==> config.mk <==
export PLATFORM = sky130hd
export DESIGN_NAME = updn_counter
export DESIGN_NICKNAME = d
export VERILOG_FILES = /design/src/rtl/updn_counter.sv
export SDC_FILE = /design/constraint.sdc
export NUM_CORES = 1
export LEC_CHECK = 0
export CORE_AREA = 2 2 44 46
export DETAILED_ROUTE_END_ITERATION = 8
export DIE_AREA = 0 0 46 48
export PLACE_DENSITY = 0.75
export SETUP_SLACK_MARGIN = 0.4
export SLEW_MARGIN = 25
export SYNTH_ARGS = -nofsm -noshare
export SYNTH_HDL_FRONTEND = slang
export SYNTH_SLANG_ARGS = --single-unit
export TNS_END_PERCENT = 20
==> constraint.sdc <==
create_clock -name i_clk -period 4 [get_ports i_clk]
set_input_delay 1 -clock i_clk [delete_from_list [all_inputs] [get_ports i_clk]]
set_output_delay 1 -clock i_clk [all_outputs]
set_load 0.01 [all_outputs]
==> src/rtl/updn_counter.sv <==
// Parametrised synchronous up/down counter: load, enable, direction, wrap/saturate, TC, sticky OVF.
// Optional scan chain via `define RV523_COUNTER_SCAN_EN (adds i_se, i_si, o_so).
module updn_counter #(
  parameter int unsigned WIDTH   = 8,
  parameter int unsigned RST_VAL = 0
) (
  input  logic             i_clk,
  input  logic             i_rstn,
  input  logic             i_en,
  input  logic             i_ld,
  input  logic             i_up,
  input  logic             i_sat,
  input  logic [WIDTH-1:0] i_d,
`ifdef RV523_COUNTER_SCAN_EN
  input  logic             i_se,
  input  logic             i_si,
  output logic             o_so,
`endif
  output logic [WIDTH-1:0] o_q,
  output logic             o_tc,
  output logic             o_ovf
);

  localparam logic [WIDTH-1:0] RstQ = WIDTH'(RST_VAL);
  localparam logic [WIDTH-1:0] MaxQ = '1;

  logic [WIDTH-1:0] r_q;
  logic             r_ovf;
  logic [WIDTH-1:0] w_q_nxt;
  logic             w_ovf_nxt;
  logic             w_bound;
  logic             w_scan;

`ifdef RV523_COUNTER_SCAN_EN
  assign w_scan = i_se;
  assign o_so   = r_q[WIDTH-1];
`else
  assign w_scan = 1'b0;
`endif

  // Boundary is detected by comparison; no carry beyond WIDTH is kept.
  assign w_bound = i_up ? (r_q == MaxQ) : (r_q == '0);

  always_comb begin
    w_q_nxt   = r_q;
    w_ovf_nxt = r_ovf;
    if (w_scan) begin
      w_q_nxt = {r_q[WIDTH-2:0], w_si()};
    end else if (i_ld) begin
      w_q_nxt   = i_d;
      w_ovf_nxt = 1'b0;
    end else if (i_en) begin
      if (w_bound) begin
        w_ovf_nxt = 1'b1;
        if (!i_sat) begin
          w_q_nxt = i_up ? '0 : MaxQ;
        end
      end else begin
        w_q_nxt = i_up ? r_q + WIDTH'(1) : r_q - WIDTH'(1);
      end
    end
  end

  always_ff @(posedge i_clk) begin
    if (!i_rstn) begin
      r_q   <= RstQ;
      r_ovf <= 1'b0;
    end else begin
      r_q   <= w_q_nxt;
      r_ovf <= w_ovf_nxt;
    end
  end

  assign o_q   = r_q;
  assign o_ovf = r_ovf;
  assign o_tc  = i_en & ~i_ld & ~w_scan & w_bound;

  function automatic logic w_si();
`ifdef RV523_COUNTER_SCAN_EN
    return i_si;
`else
    return 1'b0;
`endif
  endfunction

endmodule

==> flow_metrics.py <==
metrics = {
    "setup_path": {
        "crit_path_start_kind": "input pin",
        "ff2ff_path_depth": 6,
        "path_cells": "dlygate4sd2_1 -> inv_4 -> and4_4 -> nor2_1 -> nor2_1 -> clkdlybuf4s50_1",
        "worst_setup_path_end_kind": "output pin",
        "crit_top_cell": "nor2_1",
        "reg2reg_to": "o_q[6]",
        "crit_arrival_ns": 2.44,
        "path_class": "input pin to output pin",
        "crit_path_max_fanout": 9,
        "rrSetupSlack_ns": 2.00,
        "cp_top_family": "buffers and inverters",
        "rr_startpoint": "o_q[0]",
        "critPathBufInv": 3,
        "critPathMaxStageDelay_ns": 0.54,
        "cp_slowest_cell": "clkdlybuf4s50_1",
        "required_ns": 3.00,
    },
    "die": {
        "start_util": 0.4681,
        "die_height_um": 48,
        "core_um2": 1689,
        "die-area_um2": 2208,
        "fp-row-count": 15,
        "dieWidth_um": 46,
        "io_pins": 24,
    },
    "detailed_routing": {
        "ant_nets": 0,
        "wl_per_cell_um": 15.44,
        "vias": 833,
        "drt_wl_total_um": 2085,
        "drc": 0,
        "first_pass_iters": 4,
        "detail_route.iter0.violations": 18,
        "viasPerCell": 6.170,
    },
    "yosys": {
        "synth_warnings": 0,
        "synth_cell_types": 39,
        "syn_nets": 112,
        "synth-edff-count": 0,
        "synth_top_area_share": 0.2278,
        "yosysSeqAreaShare": 0.2278,
        "ys_seq_elements": 9,
        "synthTopCellsByCount": "10 x o21ai_0, 9 x dfxtp_1, 8 x inv_1",
        "yosysMostFrequentCell": "o21ai_0",
        "synth_area_leaders": "dfxtp_1 23%, ha_1 9.5%, a221oi_1 6.6%, o21ai_0 6.3%, inv_1 3.8%",
        "async_reset_ff_frac": 0,
        "synth_ff_type": "dfxtp_1",
        "synthesis.area_um2": 790.8,
        "synth.largest_area_cell": "dfxtp_1",
        "syn_inst": 91,
        "avgSynthCellArea_um2": 8.690,
    },
    "timing": {
        "fin_crit_sh": 0.8590,
        "tns_ns": 0,
        "final_max_slew_viol_count": 0,
        "hold_violations": 0,
        "maxSlewHeadroom": 0.6299,
        "fin_skew_ns": 0.001285,
        "setup_viol": 0,
        "tightest_slew_ns": 0.5542,
        "rsz0062_at_grt": "false",
        "fmax_mhz": 291.0,
        "fin_crit_ns": 3.436,
        "setup_ws_ns": 0.5638,
    },
    "hold_path": {
        "hold_start": "o_ovf",
        "hold_depth": 1,
        "min_delay_worst_endpoint": "o_ovf",
        "hp-class": "flip-flop to flip-flop",
    },
    "job": {
        "max_cap_viol_count": 0,
    },
    "placed_design": {
        "place_inst": 131,
        "io_buffers": 23,
        "dp_hpwl_um": 1639,
        "place_worst_setup_slack_ns": 0.3123,
        "place_congestion": 0.8521,
    },
    "cts": {
        "ctsHtreeMaxLevel": 1,
        "cts_setup_buffers": 0,
        "tritoncts": "built",
        "clkLatencyLatePin_ns": 0.26,
        "cts_max_path_buffers": 2,
        "clock-sinks": 9,
        "root_buffer": "clkbuf_4",
        "numCtsBuffers": 3,
        "hold_buffers": 0,
        "clk_pin_slew_ns": 0.06,
    },
    "pwr": {
        "power_uw": 308.9,
        "irDropWorstVdd_mv": 0.1680,
        "power_density_nw_per_um2": 288.8,
        "power_leakage_uw": 0.0004439,
    },
    "global_routing": {
        "overflow": 0,
        "grt_pass1_vias": 753,
        "grtUsageTotal": 0.2220,
        "grt_max_degree": 12,
        "antenna_found_initial": 0,
        "grt_pass1_wl_um": 3456,
    },
    "finish": {
        "layout-drive-gt1-share": 0.1356,
        "diodes": 0,
        "area_growth_pct": 35.29,
        "nFillCells": 151,
        "nets": 140,
        "instances_no_fill": 135,
    },
    "status": {
        "status": "complete, no violations",
    },
}
-- per-layer routing --
| layer | track usage | vias to the layer above | wire length [um] |
|---|---|---|---|
| met3 | 0.06038 | 4 | 118 |
| met2 | 0.3667 | 26 | 1073 |
| met1 | 0.2790 | 396 | 863 |
| met4 | 0.07429 | 0 | 29 |
| li1 | - | 407 | - |
| met5 | 0 | - | 0 |
-- power by group --
group          internal (uW)  switching [uW]  total [uW]
sequential              97.8            12.3         110
combinational           64.3            62.0         126
clock                   38.6            33.9        72.5
total                    201             108         309
-- logic make-up after synthesis --
kind of cell	share of synthesized area
mux	0.02532
flops	0.2278
fa+ha+maj	0.1203
compound gates	0.3180
simple gates	0.1931
buf+inv	0.07120
xor+xnor	0.04431
-- sequential cells by signal, summed over array words and instances (netlist names) --
signal,count
o_ovf,1
o_q,8
-- placed cells by master (no fill, tap or decap), types with 3 or more instances in the layout --
master / n
a221oi_1: 6
clkbuf_4: 3
clkdlybuf4s50_1: 22
dfxtp_1: 9
ha_1: 6
inv_1: 8
nand2_1: 4
nor3_1: 4
o21ai_0: 10
xor2_1: 3
-- metrics by stage --
step                      hold slack, ns  area, um^2    util
after floorplan                   0.5227       790.8       -
after global placement            0.4824        1042  0.6170
after detailed placement          0.4863        1042  0.6170
after CTS                         0.5016        1070  0.6333
after global routing              0.5189        1070  0.6333
final                             0.4958        1070  0.6333
-- how the worst max path moves through the flow --
stage          from  endpoint  cells past startpoint
6_report       i_up      o_tc                      6
5_1_grt        i_up      o_tc                      6
4_1_cts        i_up      o_tc                      6
3_5_place_dp   i_up      o_tc                      6
3_3_place_gp   i_up      o_tc                      6
2_1_floorplan  i_up      o_tc                      4
-- cell type report --
cell class              instances  area, um^2  share of cell area
inverters                      11       43.79             0.04094
multi-input cells              69       554.3              0.5181
clock buffers                   4       26.28             0.02456
repair buffers                 25       244.0              0.2281
flip-flops and latches          9       180.2              0.1684
well taps                      17       21.27             0.01988
-- timing repair --
action	in CTS	in global routing
endpoints found under the setup margin	1	0
hold endpoints to repair	0	0
resized for setup	2	0
No activity file was read; power rests on OpenSTA's default activity.
